### src/rtl/wb_mem_arbiter.sv
// Two-master Wishbone arbiter for the SoC main RAM slave port.
// m0 = CPU data master, m1 = Ethernet DMA. Round-robin grant held for the
// whole bus cycle, plus a per-access watchdog that terminates a stalled
// slave access with err to the owning master.
module wb_mem_arbiter #(
    parameter int unsigned ADR_WIDTH      = 32,
    parameter int unsigned DAT_WIDTH      = 32,
    parameter int unsigned TIMEOUT_CYCLES = 255
) (
    input  logic                   wb_clk_i,
    input  logic                   wb_rst_n_i,

    input  logic [ADR_WIDTH-1:0]   m0_adr_i,
    input  logic [DAT_WIDTH-1:0]   m0_dat_i,
    output logic [DAT_WIDTH-1:0]   m0_dat_o,
    input  logic [DAT_WIDTH/8-1:0] m0_sel_i,
    input  logic                   m0_we_i,
    input  logic                   m0_cyc_i,
    input  logic                   m0_stb_i,
    output logic                   m0_ack_o,
    output logic                   m0_err_o,

    input  logic [ADR_WIDTH-1:0]   m1_adr_i,
    input  logic [DAT_WIDTH-1:0]   m1_dat_i,
    output logic [DAT_WIDTH-1:0]   m1_dat_o,
    input  logic [DAT_WIDTH/8-1:0] m1_sel_i,
    input  logic                   m1_we_i,
    input  logic                   m1_cyc_i,
    input  logic                   m1_stb_i,
    output logic                   m1_ack_o,
    output logic                   m1_err_o,

    output logic [ADR_WIDTH-1:0]   s_adr_o,
    output logic [DAT_WIDTH-1:0]   s_dat_o,
    input  logic [DAT_WIDTH-1:0]   s_dat_i,
    output logic [DAT_WIDTH/8-1:0] s_sel_o,
    output logic                   s_we_o,
    output logic                   s_cyc_o,
    output logic                   s_stb_o,
    input  logic                   s_ack_i,
    input  logic                   s_err_i,

    output logic                   timeout_o,
    output logic [1:0]             grant_o
);

    typedef enum logic [1:0] {IDLE, OWN_M0, OWN_M1, TIMEOUT} state_t;

    localparam logic [15:0] WD_LIMIT =
        (TIMEOUT_CYCLES == 0) ? 16'd0 : 16'(TIMEOUT_CYCLES - 1);

    state_t      state;
    state_t      state_next;
    logic        last_m1;     // 1: m1 was the most recent owner
    logic [15:0] wd_cnt;
    logic        timeout_q;
    logic        owner_stb;
    logic        stall;
    logic        wd_fire;

    assign owner_stb = (state == OWN_M0) ? m0_stb_i :
                       (state == OWN_M1) ? m1_stb_i : 1'b0;
    assign stall     = owner_stb && !s_ack_i && !s_err_i;
    // An ack in the limit cycle removes the stall, so ack wins over timeout.
    assign wd_fire   = (TIMEOUT_CYCLES != 0) && stall && (wd_cnt == WD_LIMIT);
    assign timeout_o = timeout_q;

    // State register; reset drops any grant at the same edge.
    always_ff @(posedge wb_clk_i) begin
        if (!wb_rst_n_i) begin
            state <= IDLE;
        end else begin
            state <= state_next;
        end
    end

    // Round-robin history, saturating stall counter and timeout pulse.
    always_ff @(posedge wb_clk_i) begin
        if (!wb_rst_n_i) begin
            last_m1   <= 1'b1;
            wd_cnt    <= '0;
            timeout_q <= 1'b0;
        end else begin
            if (state == OWN_M0) begin
                last_m1 <= 1'b0;
            end else if (state == OWN_M1) begin
                last_m1 <= 1'b1;
            end
            if (state_next != state || !stall) begin
                wd_cnt <= '0;
            end else if (wd_cnt != '1) begin
                wd_cnt <= wd_cnt + 16'd1;
            end
            timeout_q <= (state_next == TIMEOUT);
        end
    end

    // Arbitration decode and bus steering towards the current owner.
    always_comb begin
        state_next = state;
        s_adr_o    = '0;
        s_dat_o    = '0;
        s_sel_o    = '0;
        s_we_o     = 1'b0;
        s_cyc_o    = 1'b0;
        s_stb_o    = 1'b0;
        m0_dat_o   = '0;
        m0_ack_o   = 1'b0;
        m0_err_o   = 1'b0;
        m1_dat_o   = '0;
        m1_ack_o   = 1'b0;
        m1_err_o   = 1'b0;
        grant_o    = 2'b00;
        unique case (state)
            IDLE: begin
                if (m0_cyc_i && m1_cyc_i) begin
                    state_next = last_m1 ? OWN_M0 : OWN_M1;
                end else if (m0_cyc_i) begin
                    state_next = OWN_M0;
                end else if (m1_cyc_i) begin
                    state_next = OWN_M1;
                end
            end
            OWN_M0: begin
                s_adr_o  = m0_adr_i;
                s_dat_o  = m0_dat_i;
                s_sel_o  = m0_sel_i;
                s_we_o   = m0_we_i;
                s_cyc_o  = m0_cyc_i;
                s_stb_o  = m0_stb_i;
                m0_dat_o = s_dat_i;
                m0_ack_o = s_ack_i;
                m0_err_o = s_err_i;
                grant_o  = 2'b01;
                if (!m0_cyc_i) begin
                    state_next = m1_cyc_i ? OWN_M1 : IDLE;
                end else if (wd_fire) begin
                    state_next = TIMEOUT;
                end
            end
            OWN_M1: begin
                s_adr_o  = m1_adr_i;
                s_dat_o  = m1_dat_i;
                s_sel_o  = m1_sel_i;
                s_we_o   = m1_we_i;
                s_cyc_o  = m1_cyc_i;
                s_stb_o  = m1_stb_i;
                m1_dat_o = s_dat_i;
                m1_ack_o = s_ack_i;
                m1_err_o = s_err_i;
                grant_o  = 2'b10;
                if (!m1_cyc_i) begin
                    state_next = m0_cyc_i ? OWN_M0 : IDLE;
                end else if (wd_fire) begin
                    state_next = TIMEOUT;
                end
            end
            TIMEOUT: begin
                // last_m1 already names the owner whose access timed out;
                // slave ack/err are ignored here.
                if (last_m1) begin
                    m1_err_o   = 1'b1;
                    grant_o    = 2'b10;
                    state_next = m1_cyc_i ? OWN_M1 : (m0_cyc_i ? OWN_M0 : IDLE);
                end else begin
                    m0_err_o   = 1'b1;
                    grant_o    = 2'b01;
                    state_next = m0_cyc_i ? OWN_M0 : (m1_cyc_i ? OWN_M1 : IDLE);
                end
            end
        endcase
    end

endmodule

### config.mk
export PLATFORM = sky130hd
export DESIGN_NAME = wb_mem_arbiter
export DESIGN_NICKNAME = d
export VERILOG_FILES = /design/src/rtl/wb_mem_arbiter.sv
export SDC_FILE = /design/constraint.sdc
export NUM_CORES = 1
export LEC_CHECK = 0
export ABC_CLOCK_PERIOD_IN_PS = 2700
export BUFFER_PORTS_ARGS = -buffer_cell sky130_fd_sc_hd__buf_4
export CAP_MARGIN = 20
export CORE_AREA = 5 5 122 124
export DETAILED_ROUTE_END_ITERATION = 12
export DIE_AREA = 0 0 127 129
export PLACE_DENSITY = 0.64
export SLEW_MARGIN = 20
export SYNTH_ARGS = -nofsm -noshare
export SYNTH_HDL_FRONTEND = slang
export SYNTH_SLANG_ARGS = --single-unit
### constraint.sdc
create_clock -name wb_clk_i -period 2.7 [get_ports wb_clk_i]
set_input_delay 0.27 -clock wb_clk_i [delete_from_list [all_inputs] [get_ports wb_clk_i]]
set_output_delay 0.27 -clock wb_clk_i [all_outputs]
set_load 0.03 [all_outputs]
==> results of run 1 <==
## layer usage
metal  GRT usage  routed length [µm]
met4     0.04101                 274
met5           0                  20
met3     0.07472                2308
met2      0.3381                8395
met1      0.2925                8033
## cell usage in the layout (no fill, tap or decap), types with 4 or more instances in the layout
cell type,count
o21ai_0,12
nor2_1,8
xnor2_1,5
dfxtp_1,20
xor2_1,6
buf_4,333
inv_1,9
nand4_1,7
a22o_1,71
nor3_1,4
nand2_1,13
ha_1,6
nand3_1,21
nor2b_1,4
a21oi_1,20
and2_1,67
## power by group through the flow
stage	Combinational, µW	Clock (µW)	Sequential (µW)
final	3710	330	344
after global routing	3890	346	346
after global placement	3660	0	348
after floorplan	2170	0	359
after detailed placement	3690	0	348
after CTS	3710	335	342
## worst register-to-register path: cells and delay by family (launching register included)
kind	cells	cell delay [ps]
compound gates	4	1190
flops	1	460
fa+ha+maj	1	350
xor+xnor	1	230
buf+inv	1	170
## timing repair
action	CTS	global route
gates resized for setup	2	2
pin swaps	0	1
setup endpoints to repair	16	17
buffers inserted	0	1
## worst paths after layout
kind                    from     endpoint  slack, ps  cells after the start
setup / recovery    state[1]  s_adr_o[20]        140                      6
hold / removal    wb_rst_n_i      last_m1        250                      2
hold reg to reg    wd_cnt[5]    wd_cnt[5]        580                      3
setup reg to reg    state[1]    wd_cnt[2]        150                      7
## cell type report
type	instances	share of cell area
multi-input combinational	289	0.3795
tap	180	0.04207
sequential	20	0.07478
clock buffer	4	0.01659
inverter	9	0.006310
antenna	1	0.0004674
timing repair buffer	337	0.4803
## state kept, by name, indices dropped and copies added, names as in the netlist
signal and cells:
wd_cnt 16, last_m1 1, state 2, timeout_o 1
## cells by family after synthesis
group,Yosys count
AOI/OAI and AO/OA,126
and+or+nand+nor,145
buffers and inverters,44
xor gates and xnor gates,11
muxes,1
adders and majority gates,6
DFF,20
## through the flow
step	std cells	power [µW]	setup WS, ps
after floorplan	353	2527	436.7
after global placement	834	4010	140.4
after detailed placement	834	4040	-60.49
after CTS	838	4383	0.3408
after global routing	840	4582	35.65
final	840	4384	136.0
==> results by group, run 1 <==
Setup path
  – CP max FO: 24
  – Slowest cell on crit path: dfxtp_1
  – CP bufs+invs: 3
  – Largest delay share family, worst path: buffers and inverters
  – Crit path cell chain: ha_1 -> buf_4 -> and2_4 -> buf_12 -> a22o_1 -> buf_4
  – Most used cell along the critical path: buf_4
  – Crit path kind: flip-flop to output port
  – CP Launch Type: flip-flop
  – CP peak stage delay: 460 ps
  – Data arrival, critical path: roughly 2300 ps
  – Required time worst endpoint: 2430 ps
  – CP endpoint kind: output port

Synthesis
  – Post-synth top cells: a22o_1 (71), and2_1 (69), clkbuf_1 (22)
  – Largest family of logic cells by synthesized area: compound AO/OA/AOI/OAI gates
  – Syn avg cell area: 7.482 µm²
  – Complex-gate fraction of the synthesized area: 0.3695
  – Area share of fa/ha/maj cells after synthesis: 0.02842
  – Post-synth ARST share: 0
  – Count leader, synth: a22o_1
  – Top cells by area, synth: a22o_1 (24%), and2_1 (16%), dfxtp_1 (15%)
  – Top cell type's share of synthesized area: 0.2354
  – Synth unique cells: 47
  – Top FF cell, synth: dfxtp_1
  – Multiplexer area fraction after synthesis: 0.004263
  – Mapped Cells: 353
  – Synthesized cell area: 2641 µm²
  – Total number of yosys warnings: 0
  – Xor/xnor share of the synthesized area: 0.03648
  – Area leader, netlist: a22o_1
  – Post-synthesis simple-gate area fraction: 0.3259
  – Synthesis-stage register bit count: 20
  – Register area share after synthesis: 0.1516
  – Syn_nets: between 500 and 600
  – Post-synth EDFFs: 0

CTS
  – Clock root buffer: clkbuf_16
  – CTS Buffer Depth: 2
  – Num Clock Sinks: 20
  – Clock Pin Slew Worst Setup and Hold Paths: 60 ps
  – H-tree depth: 1
  – CTS Buf Count: 3
  – Post-CTS Hold Buffers: 0
  – TritonCTS clock tree: yes
  – Skew-Pair Late Insertion Delay: 250 ps

Global route
  – Vias in the first global route: between 4000 and 5000
  – Largest net degree at the start of global routing: 38
  – GRT Overall Usage: 0.2167
  – First-pass GRT wire length: 26.64 mm
  – Initial antenna violation count: 3
  – Grt ovf: 0

Power and ir drop
  – Peak supply drop: 308.2 µV
  – NetSw: 2475 µW
  – Comb power frac: 0.846
  – Internal power: 1909 µW
  – Clock power share: 0.075
  – Sequential power share: 0.078
  – P per Cell Area: 818.9 nW/µm²
  – Leak Pwr: 0.002672 µW
  – Sw Share: 0.5646

Routing
  – Drt wl/cell: 22.66 µm
  – Final WL: roughly 19 mm
  – Number of vias in the routed layout: 4121
  – Antenna viol nets, final: 0
  – Drt pass-1 iters: 5
  – Vias per inst: 4.906
  – Starting DRT DRC Count: 364
  – Drt drc: 0

STA
  – Worst Max-Slew Pin Slew: roughly 700 ps
  – Count of final hold-check violations: 0
  – RSZ-0062 raised after global routing: false
  – Fin crit period: 2564 ps
  – Setup-failing EPs final: 0
  – Skew final: approximately 2.1 ps
  – Final worst-path cycle share: 0.9496
  – Slew Viols, Final: 0
  – Slew HR: 0.5344
  – Setup TNS Final: 0 ps
  – Max frequency: 0.3900 GHz
  – Hold Slack: 254.0 ps

Placed design
  – Buffers on Ports: 319
  – Post-place instance area: between 5000 and 6000 µm²
  – Post-DP HPWL: between 15 and 20 mm
  – Gpl congestion: 0.9305

Final layout
  – Final net count: 844
  – Fillers: 1423
  – Share of cells above drive strength 1: 0.5372
  – Synth-to-Final Area Change: 102.7%
  – FF+latch area: 400.4 µm²
  – Multi-input logic area: 2032 µm²
  – Post-route cell area: 5354 µm²
  – Util after Layout: 0.3918

Floorplan
  – Die Area: 16380 µm²
  – I/O pins: 320
  – Die height: between 100 and 150 µm
  – Initial Util: 0.1933
  – Row cnt: 43
  – Core box area: ~14000 µm²
  – Die X: 127 µm

Min path
  – Hold WC Path Type: primary input to flip-flop

Run
  – Max-cap violation count: 0

Outcome
  – Status: finished, final reports clean
Note: power is estimated with default switching activity, not from simulation.
==> run 2: changes to the inputs <==
--- a/config.mk
+++ b/config.mk
@@ -12,6 +12,7 @@
 export DETAILED_ROUTE_END_ITERATION = 12
 export DIE_AREA = 0 0 127 129
 export PLACE_DENSITY = 0.64
+export REMOVE_ABC_BUFFERS = 1
 export SLEW_MARGIN = 20
 export SYNTH_ARGS = -nofsm -noshare
 export SYNTH_HDL_FRONTEND = slang
==> run 2 against run 1 <==
Via count fell by 1.7%. Die area did not move. Non-clock buffer count fell by 8. Utilization fell by 0.34 points. Design area fell by 0.86%. Clock-buffer cell count fell by 1. Hold slack got worse by 4.8 ps. Sequential power rose by 2%. Clock power rose by 22%. Power fell by 0.26%. Critical endpoint is now s_dat_o[4]. First-iteration DRC count fell by 31%.
==> results by group, run 2 (synthesized netlist as in run 1, its figures left out) <==
Min path
  – Hold WC Path Type: primary input to flip-flop
  – Worst hold stages: 2
  – Hold_sp: wb_rst_n_i
  – Hold Crit Endpoint: last_m1

Setup path
  – Slowest cell on crit path: dfxtp_1
  – CP bufs+invs: 3
  – R2R Path End: wd_cnt[13]
  – Reg2reg setup slack: 260 ps
  – CP endpoint kind: output port
  – Worst R2R Path Depth: 9
  – Reg2Reg Launch Point: state[1]
  – CP Launch Type: flip-flop
  – Largest delay share family, worst path: buffers and inverters
  – CP peak stage delay: 460 ps
  – CP max FO: 69
  – Data arrival, critical path: around 2300 ps
  – Required time worst endpoint: 2430 ps
  – Crit path cell chain: inv_1 -> ha_1 -> and2_2 -> buf_12 -> a22o_1 -> buf_4
  – Crit path kind: flip-flop to output port

Power and ir drop
  – NetSw: 2434 µW
  – Total chip power: 4373 µW
  – P per Cell Area: 823.9 nW/µm²
  – Comb power frac: 0.827
  – Peak supply drop: 305.5 µV
  – Sw Share: 0.5565
  – Sequential power share: 0.080
  – Leak Pwr: 0.002634 µW
  – Clock power share: 0.092
  – Internal power: around 1900 µW

STA
  – Count of final hold-check violations: 0
  – Hold Slack: 249.2 ps
  – Fin crit period: ~2600 ps
  – Setup-failing EPs final: 0
  – Final worst-path cycle share: 0.9579
  – Skew final: 1.520 ps
  – Max frequency: 0.3867 GHz
  – Setup TNS Final: 0 ps
  – Slew HR: 0.5437
  – Slew Viols, Final: 0
  – RSZ-0062 raised after global routing: false
  – Final worst slack: between 100 and 150 ps
  – Worst Max-Slew Pin Slew: between 600 and 700 ps

Placed design
  – Worst slack, placed: 33.79 ps
  – Buffers on Ports: between 300 and 400
  – Post-DP HPWL: 15.33 mm
  – Gpl congestion: 0.9316

Floorplan
  – Row cnt: 43
  – I/O pins: 320
  – Die Area: between 15000 and 20000 µm²
  – Core box area: roughly 14000 µm²
  – Die X: 127 µm
  – Initial Util: 0.1933
  – Die height: 129 µm

Final layout
  – Largest registers: wd_cnt x16, state x2
  – Synth-to-Final Area Change: 100.9%
  – Util after Layout: 0.3884
  – Most frequent cells in the layout: buf_4 (326), a22o_1 (71), and2_1 (67)
  – Commonest non-fill, non-tap cell in the layout: buf_4
  – Final net count: 836
  – Largest register FFs: 16
  – Biggest register: wd_cnt
  – Share of cells above drive strength 1: 0.5315

Routing
  – Drt drc: 0
  – Vias per inst: 4.862
  – Drt pass-1 iters: 6
  – Antenna viol nets, final: 0
  – Final WL: approximately 18 mm
  – Number of vias in the routed layout: between 4000 and 5000
  – Starting DRT DRC Count: ~250
  – Drt wl/cell: 21.13 µm

CTS
  – Num Clock Sinks: 20
  – TritonCTS clock tree: yes
  – CTS Buf Count: 3
  – Clock Pin Slew Worst Setup and Hold Paths: roughly 60 ps
  – Skew-Pair Late Insertion Delay: approximately 250 ps
  – H-tree depth: 1
  – Clock root buffer: clkbuf_16
  – Post-CTS Hold Buffers: 0
  – CTS Buffer Depth: 2

Global route
  – Initial antenna violation count: 2
  – Vias in the first global route: around 3900
  – Grt ovf: 0
  – GRT Overall Usage: 0.2005
  – Largest net degree at the start of global routing: between 70 and 80
  – First-pass GRT wire length: 24.96 mm

Run
  – Max-cap violation count: 0

Outcome
  – Status: finished, final reports clean
## run 2: cell type report
cell class | count | area [µm²]
well taps | 180 | 225.2
flip-flops and latches | 20 | 400.4
clock inverters | 1 | 30.03
clock buffers | 3 | 75.07
diodes | 2 | 5.005
fillers | 1419 | 8358
multi-input cells | 289 | 2031
inverters | 9 | 33.78
repair buffers | 329 | 2507
## run 2: worst max-delay path by stage
stage / start / to / depth (start not counted)
after floorplan: state[0] / s_adr_o[0] / 4
after global placement: state[1] / wd_cnt[10] / 7
after detailed placement: state[1] / wd_cnt[12] / 7
after CTS: state[1] / wd_cnt[12] / 7
after global routing: state[1] / s_dat_o[4] / 6
final: state[1] / s_dat_o[4] / 6
## run 2: metal layers
layer,vias up,GRT usage,part of all wire
met1,1873,0.2647,0.42
li1,1902,-,-
met5,-,0,0
met4,0,0.05047,0.021
met2,259,0.3045,0.44
met3,16,0.08178,0.12
## run 2: per-stage QoR
step	area, µm²	cells
final	5308	833
after global placement	5169	826
after CTS	5274	830
after floorplan	2454	318
after detailed placement	5169	826
after global routing	5308	833
## run 2: repair_timing
action | 4_1_cts | 5_1_grt
gates resized for setup | 0 | 1
setup endpoints to repair | 0 | 16
setup buffers | 0 | 1
## run 2: power groups by stage
stage / registers, µW / clock network [µW] / logic, µW
final: 352 / 403 / 3620
after global routing: 358 / 427 / 3810
after CTS: 350 / 408 / 3630
after detailed placement: 356 / 0 / 3620
after global placement: 355 / 0 / 3590
after floorplan: 365 / 0 / 2030
==> run 3: changes to the inputs <==
--- a/config.mk
+++ b/config.mk
@@ -6,7 +6,7 @@
 export NUM_CORES = 1
 export LEC_CHECK = 0
 export ABC_CLOCK_PERIOD_IN_PS = 2700
-export BUFFER_PORTS_ARGS = -buffer_cell sky130_fd_sc_hd__buf_4
+export BUFFER_PORTS_ARGS = -buffer_cell sky130_fd_sc_hd__buf_2
 export CAP_MARGIN = 20
 export CORE_AREA = 5 5 122 124
 export DETAILED_ROUTE_END_ITERATION = 12
==> run 3 against run 2 <==
Final cell count grew 0.72%. Critical path depth is the same. Combinational power shrank 10%. Clock skew grew 0.77 ps. Sequential share of layout area grew 1.3 points. First-iteration DRC count grew 29%. Maximum frequency grew 1.8%. Design area shrank 15%. Register-to-register slack lost 30 ps. Sequential power shrank 2%. Clock-buffer cell count is the same. Non-clock buffer count grew 6. Critical endpoint is now s_adr_o[15]. Largest power group unchanged. Highest routed layer unchanged.
==> results by group, run 3 (synthesized netlist as in run 1, its figures left out) <==
Global route
  – First-pass GRT wire length: 22.98 mm
  – Largest net degree at the start of global routing: a little over 70
  – Vias in the first global route: 3638
  – GRT Overall Usage: 0.1865
  – Initial antenna violation count: 3
  – Grt ovf: 0

CTS
  – Clock root buffer: clkbuf_16
  – CTS Buffer Depth: 2
  – TritonCTS clock tree: yes
  – Clock Pin Slew Worst Setup and Hold Paths: 50 ps
  – CTS Buf Count: 3
  – Skew-Pair Late Insertion Delay: 250 ps
  – H-tree depth: 1
  – Post-CTS Hold Buffers: 0
  – Num Clock Sinks: 20

Setup path
  – Slowest cell on crit path: dfxtp_1
  – CP bufs+invs: 3
  – Required time worst endpoint: roughly 2400 ps
  – CP max FO: 70
  – Data arrival, critical path: 2270 ps
  – CP endpoint kind: output port
  – Crit path cell chain: inv_1 -> ha_1 -> and2_2 -> buf_12 -> a22o_1 -> buf_2
  – CP Launch Type: flip-flop
  – Largest delay share family, worst path: buffers and inverters
  – CP peak stage delay: 460 ps
  – Crit path kind: flip-flop to output port

Power and ir drop
  – Sequential power share: 0.088
  – NetSw: 2386 µW
  – Peak supply drop: 374.8 µV
  – Sw Share: 0.6130
  – Leak Pwr: 0.002499 µW
  – P per Cell Area: around 860 nW/µm²
  – Comb power frac: 0.836
  – Clock power share: 0.075
  – Internal power: 1506 µW

STA
  – Final worst-path cycle share: 0.9411
  – Slew HR: 0.5333
  – Worst Max-Slew Pin Slew: ~700 ps
  – Setup-failing EPs final: 0
  – Slew Viols, Final: 0
  – Count of final hold-check violations: 0
  – Hold Slack: between 200 and 300 ps
  – RSZ-0062 raised after global routing: false
  – Max frequency: 0.3936 GHz
  – Fin crit period: 2541 ps
  – Skew final: 2.292 ps

Routing
  – Final WL: between 15 and 20 mm
  – Starting DRT DRC Count: 324
  – Vias per inst: 4.778
  – Drt wl/cell: between 15 and 20 µm
  – Number of vias in the routed layout: 4009
  – Antenna viol nets, final: 0
  – Drt pass-1 iters: 4
  – Drt drc: 0

Final layout
  – Biggest register: wd_cnt
  – Final std cells w/o fill: 839
  – Most frequent cells in the layout: buf_2 (319), a22o_1 (71), and2_1 (67)
  – Final net count: 842
  – Commonest non-fill, non-tap cell in the layout: buf_2
  – Largest registers: wd_cnt x16, state x2
  – Share of cells above drive strength 1: 0.5351
  – Synth-to-Final Area Change: 71.44%
  – Largest register FFs: 16

Placed design
  – Post-DP HPWL: 14.56 mm
  – Placed cells: 832
  – Gpl congestion: 0.8712
  – Buffers on Ports: roughly 320

Floorplan
  – Die X: about 130 µm
  – Die height: 129 µm
  – Core box area: about 14000 µm²
  – Die Area: 16380 µm²
  – I/O pins: 320
  – Initial Util: 0.1933
  – Row cnt: 43

Run
  – Max-cap violation count: 0

Outcome
  – Status: finished, final reports clean

Min path
  – Hold WC Path Type: primary input to flip-flop
## run 3: per-layer routing
metal | share of wire | track usage | up-vias
met4 | 0.022 | 0.05489 | 0
met3 | 0.14 | 0.08385 | 12
met5 | 0 | 0 | -
met1 | 0.41 | 0.2428 | 1835
met2 | 0.43 | 0.2780 | 248
li1 | - | - | 1914
## run 3: worst paths after layout
check / startpoint / to / slack [ps] / cells after the start
hold / removal: wb_rst_n_i / last_m1 / 270 / 2
hold reg to reg: wd_cnt[5] / wd_cnt[5] / 570 / 3
setup reg to reg: state[1] / wd_cnt[1] / 230 / 9
setup / recovery: state[1] / s_adr_o[15] / 160 / 6
## run 3: power groups by stage
stage	combinational (µW)	clock [µW]	sequential (µW)
finish	3250	294	344
global route	3460	311	347
CTS	3260	298	342
detailed placement	3260	0	348
global placement	3250	0	348
floorplan	2030	0	365
## run 3: stage by stage
stage | utilization | power [µW] | setup TNS, ps | instance area (µm²) | setup slack, ps
global placement | 0.3231 | 3594 | 0 | 4415 | 119.9
global route | 0.3314 | 4114 | 0 | 4528 | 20.31
detailed placement | 0.3231 | 3608 | 0 | 4415 | 17.27
floorplan | - | 2395 | -33280 | 2454 | -480.8
CTS | 0.3286 | 3899 | 0 | 4491 | 28.73
finish | 0.3314 | 3893 | 0 | 4528 | 159.1
## run 3: repair_timing
| action | CTS | global route |
|---|---|---|
| endpoints found under the setup margin | 0 | 18 |
| gates resized for setup | 0 | 2 |
| setup buffers | 0 | 1 |
| endpoints found under the hold margin | 0 | 0 |
## run 3: layout make-up
type                       count  area (µm²)
multi-input combinational    289        2032
sequential                    20       400.4
antenna                        3       7.507
tap                          180       225.2
clock buffer                   3       75.07
timing repair buffer         335        1754
inverter                       9       33.78
fill                        1503        9138
